### config.mk
export PLATFORM = sky130hd
export DESIGN_NAME = data_mem_arbiter_flat
export DESIGN_NICKNAME = d
export VERILOG_FILES = /design/src/rtl/data_mem_pkg.sv /design/src/rtl/data_mem_arbiter_if.sv /design/src/rtl/rr_pick2.sv /design/src/rtl/data_mem_arbiter.sv /design/src/flat_wrapper.sv
export SDC_FILE = /design/constraint.sdc
export NUM_CORES = 1
export LEC_CHECK = 0
export CAP_MARGIN = 15
export CORE_MARGIN = 5
export CORE_UTILIZATION = 35
export CTS_CLUSTER_DIAMETER = 200
export DETAILED_ROUTE_END_ITERATION = 10
export GPL_TIMING_DRIVEN = 0
export MAX_ROUTING_LAYER = met4
export PLACE_DENSITY = 0.85
export SYNTH_ARGS = -nofsm -noshare
export SYNTH_HDL_FRONTEND = slang
export SYNTH_SLANG_ARGS = --single-unit
export TNS_END_PERCENT = 100
### constraint.sdc
create_clock -name clk -period 3.6 [get_ports clk]
set_input_delay 0.54 -clock clk [delete_from_list [all_inputs] [get_ports clk]]
set_output_delay 0.54 -clock clk [all_outputs]
set_load 0.03 [all_outputs]
### src/rtl/data_mem_pkg.sv
// Shared types and constants for the data-memory arbiter and its memory.
package data_mem_pkg;

  typedef enum logic [1:0] {IDLE, ISSUE, RESP} arb_state_t;

  localparam logic PORT_CORE = 1'b0;
  localparam logic PORT_DMA  = 1'b1;

  // Defaults shared with data_memory; both sides must agree.
  localparam int DATA_W = 32;
  localparam int ADDR_N = 5;

endpackage

### src/rtl/data_mem_arbiter_if.sv
// Requester ports plus the data_memory control/data bus of the arbiter.
interface data_mem_arbiter_if #(
  parameter int W = 32,
  parameter int N = 5
);
  logic         req0, req1;
  logic         we0, we1;
  logic [N-1:0] addr0, addr1;
  logic [W-1:0] wdata0, wdata1;
  logic         ack0, ack1;
  logic [W-1:0] rdata0, rdata1;
  logic         busy;
  logic [N-1:0] mem_address;
  logic         mem_read;
  logic         mem_write;
  logic [W-1:0] mem_write_data;
  logic [W-1:0] mem_read_data;

  // Arbiter side.
  modport slave (
    input  req0, req1, we0, we1, addr0, addr1, wdata0, wdata1, mem_read_data,
    output ack0, ack1, rdata0, rdata1, busy,
           mem_address, mem_read, mem_write, mem_write_data
  );

  // Requesters together with the memory.
  modport master (
    output req0, req1, we0, we1, addr0, addr1, wdata0, wdata1, mem_read_data,
    input  ack0, ack1, rdata0, rdata1, busy,
           mem_address, mem_read, mem_write, mem_write_data
  );
endinterface

### src/rtl/rr_pick2.sv
// Combinational two-way round-robin picker: on a tie the port that did not
// win last time is granted.
module rr_pick2 (
  input  logic [1:0] req,
  input  logic       last,
  output logic       valid,
  output logic       gnt
);
  assign valid = |req;
  assign gnt   = (req == 2'b11) ? ~last : req[1];
endmodule

### src/rtl/data_mem_arbiter.sv
// Shares single-port data_memory between the core LSU (port 0) and the
// DMA/debug loader (port 1); one access every three cycles.
module data_mem_arbiter
  import data_mem_pkg::*;
#(
  parameter int W = DATA_W,
  parameter int N = ADDR_N
) (
  input logic              clk,
  input logic              rst,
  data_mem_arbiter_if.slave bus
);

  arb_state_t   state, state_nxt;
  logic         last;
  logic         gnt;
  logic         lat_we;
  logic [N-1:0] lat_addr;
  logic [W-1:0] lat_wdata;
  logic         pick_valid;
  logic         pick_gnt;

  rr_pick2 u_pick (
    .req   ({bus.req1, bus.req0}),
    .last  (last),
    .valid (pick_valid),
    .gnt   (pick_gnt)
  );

  // NOTE: state registers use non-blocking assignments so every flop samples
  // the pre-edge values regardless of statement order.
  always_ff @(posedge clk) begin
    if (rst) begin
      state     <= IDLE;
      last      <= PORT_DMA;
      gnt       <= PORT_CORE;
      lat_we    <= 1'b0;
      lat_addr  <= '0;
      lat_wdata <= '0;
    end else begin
      state <= state_nxt;
      if (state == IDLE && pick_valid) begin
        gnt       <= pick_gnt;
        lat_we    <= (pick_gnt == PORT_DMA) ? bus.we1    : bus.we0;
        lat_addr  <= (pick_gnt == PORT_DMA) ? bus.addr1  : bus.addr0;
        lat_wdata <= (pick_gnt == PORT_DMA) ? bus.wdata1 : bus.wdata0;
      end
      if (state == RESP) last <= gnt;
    end
  end

  // NOTE: every signal driven from always_comb gets a default first, so no
  // path through the case leaves it unassigned and no latch is inferred.
  always_comb begin
    state_nxt = state;
    case (state)
      IDLE:    if (pick_valid) state_nxt = ISSUE;
      ISSUE:   state_nxt = RESP;
      RESP:    state_nxt = IDLE;
      default: state_nxt = IDLE;
    endcase
  end

  // Outputs are forced to zero while rst is high, which also suppresses an
  // ack that would otherwise fall in a reset cycle.
  always_comb begin
    bus.ack0           = 1'b0;
    bus.ack1           = 1'b0;
    bus.rdata0         = '0;
    bus.rdata1         = '0;
    bus.busy           = 1'b0;
    bus.mem_address    = '0;
    bus.mem_read       = 1'b0;
    bus.mem_write      = 1'b0;
    bus.mem_write_data = '0;
    if (!rst) begin
      bus.busy = (state != IDLE);
      case (state)
        ISSUE: begin
          bus.mem_address    = lat_addr;
          bus.mem_write_data = lat_wdata;
          bus.mem_write      = lat_we;
          bus.mem_read       = ~lat_we;
        end
        RESP: begin
          // read_data was captured by the memory at the ISSUE->RESP edge.
          if (gnt == PORT_DMA) begin
            bus.ack1   = 1'b1;
            bus.rdata1 = lat_we ? '0 : bus.mem_read_data;
          end else begin
            bus.ack0   = 1'b1;
            bus.rdata0 = lat_we ? '0 : bus.mem_read_data;
          end
        end
        default: ;
      endcase
    end
  end

endmodule
### src/flat_wrapper.sv
// flat-port wrapper written by rule: the top's interface ports become plain ports
module data_mem_arbiter_flat import data_mem_pkg::*;
#(
  parameter int W = DATA_W,
  parameter int N = ADDR_N
)
  (clk, rst, bus_req0, bus_req1, bus_we0, bus_we1, bus_addr0, bus_addr1, bus_wdata0, bus_wdata1, bus_mem_read_data, bus_ack0, bus_ack1, bus_rdata0, bus_rdata1, bus_busy, bus_mem_address, bus_mem_read, bus_mem_write, bus_mem_write_data);
  data_mem_arbiter_if #(.W(W), .N(N)) bus_i ();
  input logic clk;
  input logic rst;
  input wire logic [$bits(bus_i.req0)-1:0] bus_req0;
  input wire logic [$bits(bus_i.req1)-1:0] bus_req1;
  input wire logic [$bits(bus_i.we0)-1:0] bus_we0;
  input wire logic [$bits(bus_i.we1)-1:0] bus_we1;
  input wire logic [$bits(bus_i.addr0)-1:0] bus_addr0;
  input wire logic [$bits(bus_i.addr1)-1:0] bus_addr1;
  input wire logic [$bits(bus_i.wdata0)-1:0] bus_wdata0;
  input wire logic [$bits(bus_i.wdata1)-1:0] bus_wdata1;
  input wire logic [$bits(bus_i.mem_read_data)-1:0] bus_mem_read_data;
  output wire logic [$bits(bus_i.ack0)-1:0] bus_ack0;
  output wire logic [$bits(bus_i.ack1)-1:0] bus_ack1;
  output wire logic [$bits(bus_i.rdata0)-1:0] bus_rdata0;
  output wire logic [$bits(bus_i.rdata1)-1:0] bus_rdata1;
  output wire logic [$bits(bus_i.busy)-1:0] bus_busy;
  output wire logic [$bits(bus_i.mem_address)-1:0] bus_mem_address;
  output wire logic [$bits(bus_i.mem_read)-1:0] bus_mem_read;
  output wire logic [$bits(bus_i.mem_write)-1:0] bus_mem_write;
  output wire logic [$bits(bus_i.mem_write_data)-1:0] bus_mem_write_data;
  assign bus_i.req0 = bus_req0;
  assign bus_i.req1 = bus_req1;
  assign bus_i.we0 = bus_we0;
  assign bus_i.we1 = bus_we1;
  assign bus_i.addr0 = bus_addr0;
  assign bus_i.addr1 = bus_addr1;
  assign bus_i.wdata0 = bus_wdata0;
  assign bus_i.wdata1 = bus_wdata1;
  assign bus_i.mem_read_data = bus_mem_read_data;
  assign bus_ack0 = bus_i.ack0;
  assign bus_ack1 = bus_i.ack1;
  assign bus_rdata0 = bus_i.rdata0;
  assign bus_rdata1 = bus_i.rdata1;
  assign bus_busy = bus_i.busy;
  assign bus_mem_address = bus_i.mem_address;
  assign bus_mem_read = bus_i.mem_read;
  assign bus_mem_write = bus_i.mem_write;
  assign bus_mem_write_data = bus_i.mem_write_data;
  data_mem_arbiter #(.W(W), .N(N)) u_core (.clk(clk), .rst(rst), .bus(bus_i));
endmodule
# --- Yosys cells after proc, flatten, opt, wreduce, memory -nomap -nowiden ---
# Index checks and enable logic that the tools add are counted.
word_totals:
  inputBits: 112
  out_inout_bits: 106
  word_cells: 44
  reg_bits: 42
classes:
  muxes: 28
  n_bitwise: 2
  n_reduce_logical: 4
  eq_ne: 4
op_table:
  columns: ["operator", "count"]
  rows:
  - ["$mux 32", 10]
  - ["$mux 5", 3]
  - ["$mux 1", 13]
  - ["$eq 2x2->1 const B", 2]
  - ["$pmux 2 s2", 1]
  - ["$eq 2x1->1 const B", 1]
  - ["$logic_not 2->1", 1]
  - ["$mux 2", 1]
  - ["$ne 2x1->1 const B", 1]
  - ["$not 1->1", 2]
  - ["$reduce_bool 2->1", 1]
  - ["$reduce_or 2->1", 1]
  - ["$logic_and 1x1->1", 1]

# --- Depth between registers and ports, before layout ---
logic_depth:
  depth_word: 4
  depth_mapped: 6
  depth_no_buf: 3

# --- Cells and area by module ---
# Synthesis repeated with hierarchy kept, for this count alone.
hier_totals:
  cells_unflattened: 342
  hier_area_um2: 2742.6
modules_own_cells:
  columns: ["mod", "cells_each", "instances", "area_per_inst_um2", "seq_area_each_um2"]
  rows:
  - ["data_mem_arbiter", 340, 1, 2728.9, 840.8]
  - ["rr_pick2", 2, 1, 13.8, 0.0]

# --- Worst setup path before layout ---
# OpenSTA, ideal clock, no wires.
synth_path:
  path_type: "input -> output"
  start: "in rst"
  end: "out bus_rdata1[10]"
  cell_stages: 5
  path_slack_ns: 1.198
  arrival_ns: 1.862
  path_buffers: 3
  required_ns: 3.060
  cell_sequence: "clkbuf_1 or3b_2 buf_2 buf_6 nor2_1"
synth_between:
  elab_chain_cells: 1
synth_rtl:
  columns: ["item", "line", "source"]
  rows:
  - ["start, declared", "flat_wrapper.sv:10", "input logic rst;"]
  - ["$mux 32", "data_mem_arbiter.sv:76", "if (!rst) begin"]
  - ["end, declared", "flat_wrapper.sv:23", "output wire logic [$bits(bus_i.rdata1)-1:0] bus_rdata1;"]
# Every way passes these cells.

# --- Worst setup path in the final report ---
layout_path:
  start: "in rst"
  end: "out bus_mem_address[4]"
layout_between:
  elab_chain_cells: 1
layout_rtl:
  columns: ["item", "line", "source"]
  rows:
  - ["$mux 5", "data_mem_arbiter.sv:76", null]
  - ["end, declared", "flat_wrapper.sv:25", "output wire logic [$bits(bus_i.mem_address)-1:0] bus_mem_address;"]
# Every way passes these cells.

==> flow_metrics.env <==
export IMPL_status="finished clean"
export IMPL_cap_violations=0
export IMPL_dp_hpwl_mm=9.365
export IMPL_worst_setup_path_end_kind="output pin"
export IMPL_cp_start_kind="input port"
export IMPL_totalWireLength_mm=11.56
export IMPL_grt_overflow=0
export IMPL_grt_pass1_vias=3421
export IMPL_crit_type="input port to output pin"
export IMPL_antenna_found_initial=0
export IMPL_cts_setup_buffers=0
export IMPL_grt_first_pass_wirelength_mm=18.17
export IMPL_path_clk_slew_ps=80
export IMPL_via_count=3496
export IMPL_dieWidth_um=97.90
export IMPL_synthFlopType="dfxtp_1"
export IMPL_cts_buffers=5
export IMPL_holdWs_ps=518.5
export IMPL_min_period_over_period_pct=83.37
export IMPL_powerDensity_nw_per_um2=260.8
export IMPL_viasPerCell=4.896
export IMPL_drt_iter0_drc=168
export IMPL_cts_root_buf="clkbuf_8"
export IMPL_syn_nets=500
export IMPL_area_delta_synth_final_pct=88.06
export IMPL_maxSlewHeadroom_pct=57.53
export IMPL_fp_row_count=32
export IMPL_routedWlPerCell_um=16.19
export IMPL_numPortBuffers=216
export IMPL_grt_start_max_net_pins=13
export IMPL_finalPower_mw=1.326
export IMPL_synth_edf_count=0
export IMPL_cp_max_fo=10
export IMPL_io_pins=218
export IMPL_die_h_um=97.90
export IMPL_setup_viol=0
export IMPL_n_antenna_cell=0
export IMPL_fmax_mhz=333.2
export IMPL_synth_cells=388
export IMPL_fin_ws_ps=598.8
export IMPL_layout_cells_non_filler=714
export IMPL_hold_viol=0
export IMPL_ctsHoldBuffers=0
export IMPL_synth_avg_cell_area_um2=6.969
export IMPL_leakage_nw=1.916
export IMPL_firstDrtPassIters=4
export IMPL_filler_cell_count=684
export IMPL_track_usage_pct=23.73
export IMPL_clk_insertion_delay_late_ps=290
export IMPL_fin_crit_ps=3001
export IMPL_slew_viol_final=0
export IMPL_rsz0062_at_grt="no"
export IMPL_cts_tree="built"
export IMPL_hold_class="flip-flop to flip-flop"
export IMPL_crit_required_ps=3060
export IMPL_tns_ps=0
export IMPL_h_tree_depth=2
export IMPL_clock_sinks=42
export IMPL_core_area_um2=7607
export IMPL_gp_congestion=0.9345
export IMPL_ir_drop_mv=0.1637
export IMPL_floorplan_initialDensity_pct=35.54
export IMPL_post_cts_resized=0
export IMPL_synth_warning_count=0
export IMPL_post_place_ws_ps=583.9
export IMPL_async_reset_ff_share_pct=0
export IMPL_ys_ff_latch=42
export IMPL_placed_cells=706
export IMPL_worst_pin_slew_ps=637.0
export IMPL_synth_distinct_cells=22
export IMPL_seq_area_frac_synth_pct=31.10
export IMPL_drc=0
export IMPL_cp_data_arrival_time_ps=2460
export IMPL_syn_area_um2=2704
export IMPL_cts_max_path_buffers=2
export IMPL_nets=723
export IMPL_die_area_um2=9583
export IMPL_ant_nets=0
export IMPL_skew_ps=7.098
export IMPL_drive_above_1_share_pct=5.065
[routing by layer]
layer	share of wire, %	vias to the layer above	track usage (%)
met5	0	-	-
met1	41	1588	28.54
met4	2.4	0	6.177
li1	-	1736	-
met3	6.9	19	5.143
met2	49	153	40.21
[cell families after synthesis]
family,share of synthesized area [%]
multiplexers,0.3702
AO/OA/AOI/OAI,22.63
AND/OR/NAND/NOR,38.27
buffers and inverters,7.635
flip-flops,31.10
[worst max-delay path, stage by stage]
cell,delay [ps]
clkbuf_1,180
nor3b_1,470
clkbuf_1,360
and2_1,180
clkdlybuf4s50_1,720
[placed cells by master (no fill, tap or decap)]
cell type / netlist / final
a21bo_2: 2 / 2
a21boi_1: 1 / 1
a21oi_1: 39 / 39
a311oi_1: 29 / 29
a311oi_2: 9 / 9
and2_1: 39 / 39
buf_1: 1 / 1
buf_2: 6 / 6
buf_4: 2 / 2
buf_6: 4 / 4
clkbuf_1: 28 / 29
clkbuf_8: 0 / 6
clkdlybuf4s50_1: 0 / 216
clkinv_2: 0 / 1
dfxtp_1: 42 / 42
inv_1: 2 / 2
mux2i_1: 1 / 1
nand2_1: 77 / 77
nand2b_1: 34 / 34
nor2_1: 66 / 66
nor2b_1: 2 / 2
nor3b_1: 1 / 1
or2_0: 1 / 1
or3_1: 1 / 1
or3b_2: 1 / 1
[layout make-up]
class | count | area (um^2) | share of cell area [%]
clock buffers | 7 | 86.33 | 1.698
repair buffers | 216 | 2162 | 42.52
flip-flops and latches | 42 | 840.8 | 16.54
well taps | 102 | 127.6 | 2.510
inverters | 2 | 7.507 | 0.1476
clock inverters | 1 | 5.005 | 0.09843
multi-input cells | 303 | 1657 | 32.58
plain buffers | 41 | 198.9 | 3.912
[path summary, 6_finish.rpt]
path              cells past startpoint  slack (ps)              endpoint                  from
setup / recovery                      5         600    bus_mem_address[4]                   rst
hold / removal                        2         520  u_core.lat_wdata[16]  u_core.lat_wdata[16]
setup reg to reg                      5        2000  u_core.lat_wdata[24]           u_core.last
hold reg to reg                       2         520  u_core.lat_wdata[16]  u_core.lat_wdata[16]
[state kept, by name (all words and copies together) (netlist names)]
register	flops
u_core.state	2
u_core.lat_wdata	32
u_core.gnt	1
u_core.lat_we	1
u_core.last	1
u_core.lat_addr	5
[through the flow]
stage	util, %	instance area, um^2
after floorplan	-	2704
after global placement	65.64	4994
after detailed placement	65.64	4994
after CTS	66.84	5085
after global routing	66.84	5085
final	66.84	5085
[power breakdown]
| part | total (mW) | internal (mW) | leakage, nW | switching (mW) |
|---|---|---|---|---|
| Sequential | 0.543 | 0.517 | 0.349 | 0.0257 |
| Clock | 0.312 | 0.155 | 0.0482 | 0.157 |
| Combinational | 0.471 | 0.240 | 1.52 | 0.231 |
| Total | 1.33 | 0.912 | 1.92 | 0.414 |
[cell usage after synthesis (all sizes together), types with 2 or more instances]
library cell	count	area, um^2
a21bo	2	20.02
a21oi	39	195.2
a311oi	38	389.1
and2	39	244.0
buf	13	93.83
clkbuf	28	105.1
dfxtp	42	840.8
inv	2	7.510
nand2	77	289.0
nand2b	34	212.7
nor2	66	247.7
nor2b	2	12.51
(Power assumes the default switching activity.)
